## config.mk

```make
export PLATFORM = sky130hd
export DESIGN_NAME = tm1638_key_reader
export DESIGN_NICKNAME = d
export VERILOG_FILES = /design/src/rtl/tm1638_key_reader.sv
export SDC_FILE = /design/constraint.sdc
export NUM_CORES = 1
export LEC_CHECK = 0
export BUFFER_PORTS_ARGS = -buffer_cell sky130_fd_sc_hd__buf_2
export CORE_ASPECT_RATIO = 1.75
export CORE_MARGIN = 3
export CORE_UTILIZATION = 59
export CTS_CLUSTER_DIAMETER = 100
export DETAILED_ROUTE_END_ITERATION = 7
export PLACE_DENSITY = 0.83
export SETUP_SLACK_MARGIN = 0.1
export SYNTH_ARGS = -nofsm -noshare
export SYNTH_HDL_FRONTEND = slang
export SYNTH_SLANG_ARGS = --single-unit
```

## constraint.sdc

```tcl
create_clock -name clk_50M -period 3.2 [get_ports clk_50M]
set_clock_uncertainty 0.2 [all_clocks]
set_input_delay 0.32 -clock clk_50M [delete_from_list [all_inputs] [get_ports clk_50M]]
set_output_delay 0.32 -clock clk_50M [all_outputs]
set_load 0.05 [all_outputs]
```

## src/rtl/tm1638_key_reader.sv

```systemverilog
// TM1638 key-scan reader: periodically sends read-keys (0x42), shifts in 4 scan bytes, publishes 8 keys.
// Optional KEY_DEBOUNCE_EN: keys only update after two identical consecutive scans.
module tm1638_key_reader #(
   parameter int CLK_DIV     = 50,
   parameter int WAIT_CYC    = 100,
   parameter int SCAN_PERIOD = 500000
) (
   input  logic       clk_50M,
   input  logic       rst,
   input  logic       bus_gnt,
   input  logic       dio_in,
   output logic       bus_req,
   output logic       busy,
   output logic       tm_clk,
   output logic       stb,
   output logic       dio_out,
   output logic       dio_oe,
   output logic [7:0] keys,
   output logic       keys_valid
);

   // state      | meaning
   // S_IDLE     | scan timer running, bus released
   // S_REQ      | requesting bus, waiting for grant
   // S_STB_LOW  | stb low, tm_clk high setup phase
   // S_CMD      | shifting out 0x42, LSB first
   // S_WAIT     | DIO released, gap before read
   // S_READ     | shifting in 32 scan bits
   // S_STB_HIGH | final tm_clk high phase before stb rises
   // S_DONE     | stb high, keys published
   typedef enum logic [2:0] {
      S_IDLE, S_REQ, S_STB_LOW, S_CMD, S_WAIT, S_READ, S_STB_HIGH, S_DONE
   } state_t;

   localparam int PH_MAX = (CLK_DIV > WAIT_CYC) ? CLK_DIV : WAIT_CYC;
   localparam int CNT_W  = $clog2(PH_MAX + 1);
   localparam int SCAN_W = $clog2(SCAN_PERIOD + 1);
   localparam logic [CNT_W-1:0]  DIV_LOAD  = CNT_W'(CLK_DIV - 1);
   localparam logic [CNT_W-1:0]  WAIT_LOAD = CNT_W'(WAIT_CYC - 1);
   localparam logic [SCAN_W-1:0] SCAN_TC   = SCAN_W'(SCAN_PERIOD - 1);
   localparam logic [7:0]        CMD_BYTE  = 8'h42;

   state_t              state, state_nxt;
   logic [CNT_W-1:0]    cnt;
   logic [SCAN_W-1:0]   scan_cnt;
   logic [4:0]          bit_cnt;
   logic                ph;
   logic [1:0]          dio_sync;
   logic [7:0]          raw_keys;
   logic                cnt_tc;
   logic                phase_end;
`ifdef KEY_DEBOUNCE_EN
   logic [7:0]          prev_raw;
`endif

   assign cnt_tc    = (cnt == '0);
   assign phase_end = cnt_tc && ph;

   always_comb begin
      state_nxt = state;
      bus_req   = 1'b0;
      busy      = 1'b0;
      stb       = 1'b1;
      tm_clk    = 1'b1;
      dio_out   = 1'b1;
      dio_oe    = 1'b0;
      case (state)
         S_IDLE: begin
            if (scan_cnt == SCAN_TC) state_nxt = S_REQ;
         end
         S_REQ: begin
            bus_req = 1'b1;
            busy    = 1'b1;
            if (bus_gnt) state_nxt = S_STB_LOW;
         end
         S_STB_LOW: begin
            bus_req = 1'b1;
            busy    = 1'b1;
            stb     = 1'b0;
            if (cnt_tc) state_nxt = S_CMD;
         end
         S_CMD: begin
            bus_req = 1'b1;
            busy    = 1'b1;
            stb     = 1'b0;
            tm_clk  = ph;
            dio_oe  = 1'b1;
            dio_out = CMD_BYTE[bit_cnt[2:0]];
            if (phase_end && bit_cnt == 5'd7) state_nxt = S_WAIT;
         end
         S_WAIT: begin
            bus_req = 1'b1;
            busy    = 1'b1;
            stb     = 1'b0;
            if (cnt_tc) state_nxt = S_READ;
         end
         S_READ: begin
            bus_req = 1'b1;
            busy    = 1'b1;
            stb     = 1'b0;
            tm_clk  = ph;
            if (phase_end && bit_cnt == 5'd31) state_nxt = S_STB_HIGH;
         end
         S_STB_HIGH: begin
            bus_req = 1'b1;
            busy    = 1'b1;
            stb     = 1'b0;
            if (cnt_tc) state_nxt = S_DONE;
         end
         S_DONE: begin
            busy      = 1'b1;
            state_nxt = S_IDLE;
         end
         default: state_nxt = S_IDLE;
      endcase
   end

   always_ff @(posedge clk_50M) begin
      if (rst) begin
         state      <= S_IDLE;
         cnt        <= '0;
         scan_cnt   <= '0;
         bit_cnt    <= '0;
         ph         <= 1'b0;
         dio_sync   <= 2'b11;
         raw_keys   <= '0;
         keys       <= '0;
         keys_valid <= 1'b0;
`ifdef KEY_DEBOUNCE_EN
         prev_raw   <= '0;
`endif
      end else begin
         state      <= state_nxt;
         dio_sync   <= {dio_sync[0], dio_in};
         keys_valid <= 1'b0;
         case (state)
            S_IDLE: scan_cnt <= (state_nxt == S_REQ) ? '0 : scan_cnt + 1'b1;
            S_REQ:  cnt <= DIV_LOAD;
            S_STB_LOW, S_STB_HIGH, S_WAIT: begin
               if (!cnt_tc) cnt <= cnt - 1'b1;
               else begin
                  cnt     <= DIV_LOAD;
                  ph      <= 1'b0;
                  bit_cnt <= '0;
               end
            end
            S_CMD, S_READ: begin
               if (!cnt_tc) cnt <= cnt - 1'b1;
               else begin
                  // only bits 0 and 4 of each scan byte carry LED&KEY buttons
                  if (state == S_READ && ph && bit_cnt[1:0] == 2'b00)
                     raw_keys[{bit_cnt[2], bit_cnt[4:3]}] <= dio_sync[1];
                  cnt <= (state_nxt == S_WAIT) ? WAIT_LOAD : DIV_LOAD;
                  ph  <= ~ph;
                  if (ph) bit_cnt <= bit_cnt + 1'b1;
               end
            end
            S_DONE: begin
`ifdef KEY_DEBOUNCE_EN
               prev_raw <= raw_keys;
               if (raw_keys == prev_raw && raw_keys != keys) begin
                  keys       <= raw_keys;
                  keys_valid <= 1'b1;
               end
`else
               keys       <= raw_keys;
               keys_valid <= 1'b1;
`endif
            end
            default: ;
         endcase
      end
   end

endmodule
```

==> out/qor.txt <==
Total GRT Usage: 19.5%
WL per Instance: 12.7 µm
Finished Cell Area: 2760 µm²
PnR worst setup slack: 0.620 ns
most numerous cell in the Yosys netlist: nor2_1
Die Area: 5200 µm²
Final Wtd Congestion: 0.846
maxcap violations: 0
clock tree sinks: 55
Avg Inst Size Synth: 8.08 µm²
Fillers: 365
Slew Limit Fails: 0
pre-CTS setup slack: 0.637 ns
via density per instance: 5.65
Placed Instance Area: 2670 µm²
Critical Path Start Type: flop
CP max FO: 8
Setup crit end kind: flop
worst hold slack: 0.247 ns
min Tclk post-route: 2.58 ns
share of the synthesized area in the top cell type: 43.0%
Final Hold Vio Count: 0
relative slew slack: 53.8%
placement row count: 31
grt ovf: 0
Hold Crit Depth: 1
status: finished clean
final setup vio count: 0
Die Span Y: 93.2 µm
Synth area leaders: dfxtp_1 (43%), nor2_1 (8.2%), nand2_1 (7.2%)
hold_buf cts: 1
PnR Total Power: 1.75 mW
CTS clk-pin slew, worst paths: 0.09 ns
DRT iter0 DRCs: 39
Max IR drop VDD: 0.598 mV
largest net degree at the start of global routing: 40
TritonRoute pass-1 iters: 4
Setup Buffers After CTS: 0
Core ar.: 4150 µm²
Tcrit/Tclk final: 80.6%
FFs w/ async S/R, synth: 0%
Reg2Reg Depth: 8
worst-skew pair later-pin latency: 0.30 ns
count of unique library cells instantiated by Yosys: 48
Synth Instances: 317
arrival time worst endpoint: 2.55 ns
register area share after synthesis: 43.0%
FF-to-FF setup slack: 0.62 ns
IO buf count: 18
PD cells: 633 nW/µm²
setup TNS: 0 ns
share of layout cells above drive strength 1: 12.3%
cell taking the most area after synthesis: dfxtp_1
slew at the pin with the worst max-slew slack: 0.693 ns
CP max stage delay: 0.50 ns
Hold Crit Class: flop to flop
Critical Path, Cell by Cell: inv_1 > ha_1 > or4b_4 > nor4_4 > nand4_2 > nor3_2 > mux2i_1 > nor2_1
syn nets: 326
unrepaired setup endpoints after global routing: false
WP data required: 3.17 ns
r2r startpoint: cnt[0]$_SDFFE_PP0P_
Pleak: 1.07 nW
dpl hpwl: 3.52 mm
CP Class: flop to flop
CTS Buf Count: 5
Post-synth EDFFs: 0
Hold Path End: dio_sync[1]$_SDFF_PP1_
first-pass GRT wire length: 8.31 mm
Die Wd: 55.8 µm
I/O pin total: 19
synth-to-layout area growth: 7.62%
Final Core Density: 66.4%
via count: 2160
Max clock buf depth: 2
CTS tree: built
CP max-delay cell: or4b_4
post-synthesis cell area: 2560 µm²
starting density of the core: 61.7%
vias in the first global route: 1979
synth warn: 0
Finished Layout Cells: 382
post_cts resized: 0
most common flop cell mapped by yosys: dfxtp_1
Clock Root Buffer: clkbuf_8
Post-DRT Antenna Nets: 0
DRC viols: 0
routed wire length: 4.85 mm
Placed Instances: 373
Hold Path Origin: dio_sync[0]$_SDFF_PP1_
H-tree depth reported by CTS: 2
FMAX: 388 MHz
ant diodes: 0
initial antenna violation count: 0
Final nets: 341
Post-synth top cells: nor2_1 (56), dfxtp_1 (55), nand2_1 (49)
reg2reg end: raw_keys[2]$_SDFFE_PP0P_
Yosys reg bits: 55
-- cell usage in the layout (no fill, tap or decap), drive strengths merged --
| cell | synthesis | layout |
|---|---|---|
| clkbuf | 8 | 7 |
| nand2 | 49 | 49 |
| or2 | 3 | 3 |
| a211oi | 3 | 3 |
| and3 | 6 | 6 |
| o211ai | 1 | 1 |
| a21bo | 1 | 1 |
| xor2 | 11 | 11 |
| mux2i | 2 | 2 |
| dfxtp | 55 | 55 |
| nand2b | 4 | 4 |
| and2 | 1 | 1 |
| inv | 13 | 13 |
| a41oi | 1 | 1 |
| nor3 | 9 | 9 |
| clkinv | 0 | 1 |
| a311oi | 2 | 2 |
| dlygate4sd3 | 0 | 1 |
| nor2b | 2 | 2 |
| ha | 5 | 5 |
| a21oi | 26 | 26 |
| o21a | 2 | 2 |
| a31oi | 1 | 1 |
| buf | 4 | 19 |
| nand3 | 7 | 7 |
| a2111oi | 1 | 1 |
| xnor2 | 7 | 7 |
| nor2 | 57 | 57 |
| a221oi | 1 | 1 |
| a211o | 1 | 1 |
| a32oi | 3 | 3 |
| nor4 | 2 | 2 |
| or3 | 2 | 2 |
| and4 | 3 | 3 |
| nand4b | 2 | 2 |
| nand4 | 5 | 5 |
| mux2 | 1 | 1 |
| o21ai | 13 | 13 |
| or4b | 2 | 2 |
| o31ai | 1 | 1 |
-- flip-flops by register name, indices dropped and copies added (netlist names), named ones only --
register and cells:
dio_sync 2, scan_cnt 19, state 3, raw_keys 8
keys_valid 1, cnt 7, ph 1, keys 8
bit_cnt 5
-- worst max-delay path, delay by kind of cell (launching register included) --
family / cells / cell delay [ns]
flops: 1 / 0.34
mux: 1 / 0.22
buf+inv: 1 / 0.06
fa+ha+maj: 1 / 0.16
simple gates: 5 / 1.47
-- final cells by class --
class / count / area (µm²) / area share, %
tap: 49 / 61.3 / 2.22
multi-input combinational: 237 / 1360 / 49.2
clock inverter: 1 / 5.00 / 0.181
inverter: 13 / 48.8 / 1.77
timing repair buffer: 20 / 108 / 3.90
sequential: 55 / 1100 / 39.9
clock buffer: 7 / 76.3 / 2.77
-- power breakdown --
group | internal, mW | switching, mW
clock network | 0.154 | 0.207
registers | 0.742 | 0.0816
logic | 0.203 | 0.358
total | 1.10 | 0.647
-- logic make-up after synthesis --
kind of cell,Yosys count,share of synthesized area (%)
fa+ha+maj,5,2.44
compound gates,57,13.6
buf+inv,25,4.05
mux,3,1.22
simple gates,154,29.6
flops,55,43.0
xor+xnor,18,6.15
-- routing by layer --
| layer | wire length (µm) | track usage (%) |
|---|---|---|
| met5 | 0 | 0 |
| met4 | 90 | 7.52 |
| met3 | 129 | 3.31 |
| met2 | 2560 | 37.2 |
| met1 | 2070 | 21.0 |
-- worst max path at each step --
stage               cells past startpoint  slack, ns           startpoint                        to
floorplan                               6       0.71  state[1]$_SDFF_PP0_       cnt[4]$_SDFFE_PP0P_
global placement                        8       0.68  cnt[0]$_SDFFE_PP0P_  raw_keys[0]$_SDFFE_PP0P_
detailed placement                      8       0.64  cnt[0]$_SDFFE_PP0P_  raw_keys[2]$_SDFFE_PP0P_
CTS                                     8       0.62  cnt[0]$_SDFFE_PP0P_  raw_keys[2]$_SDFFE_PP0P_
global route                            8       0.50  cnt[1]$_SDFFE_PP0P_  raw_keys[2]$_SDFFE_PP0P_
finish                                  8       0.62  cnt[0]$_SDFFE_PP0P_  raw_keys[2]$_SDFFE_PP0P_
(Power assumes the default switching activity.)
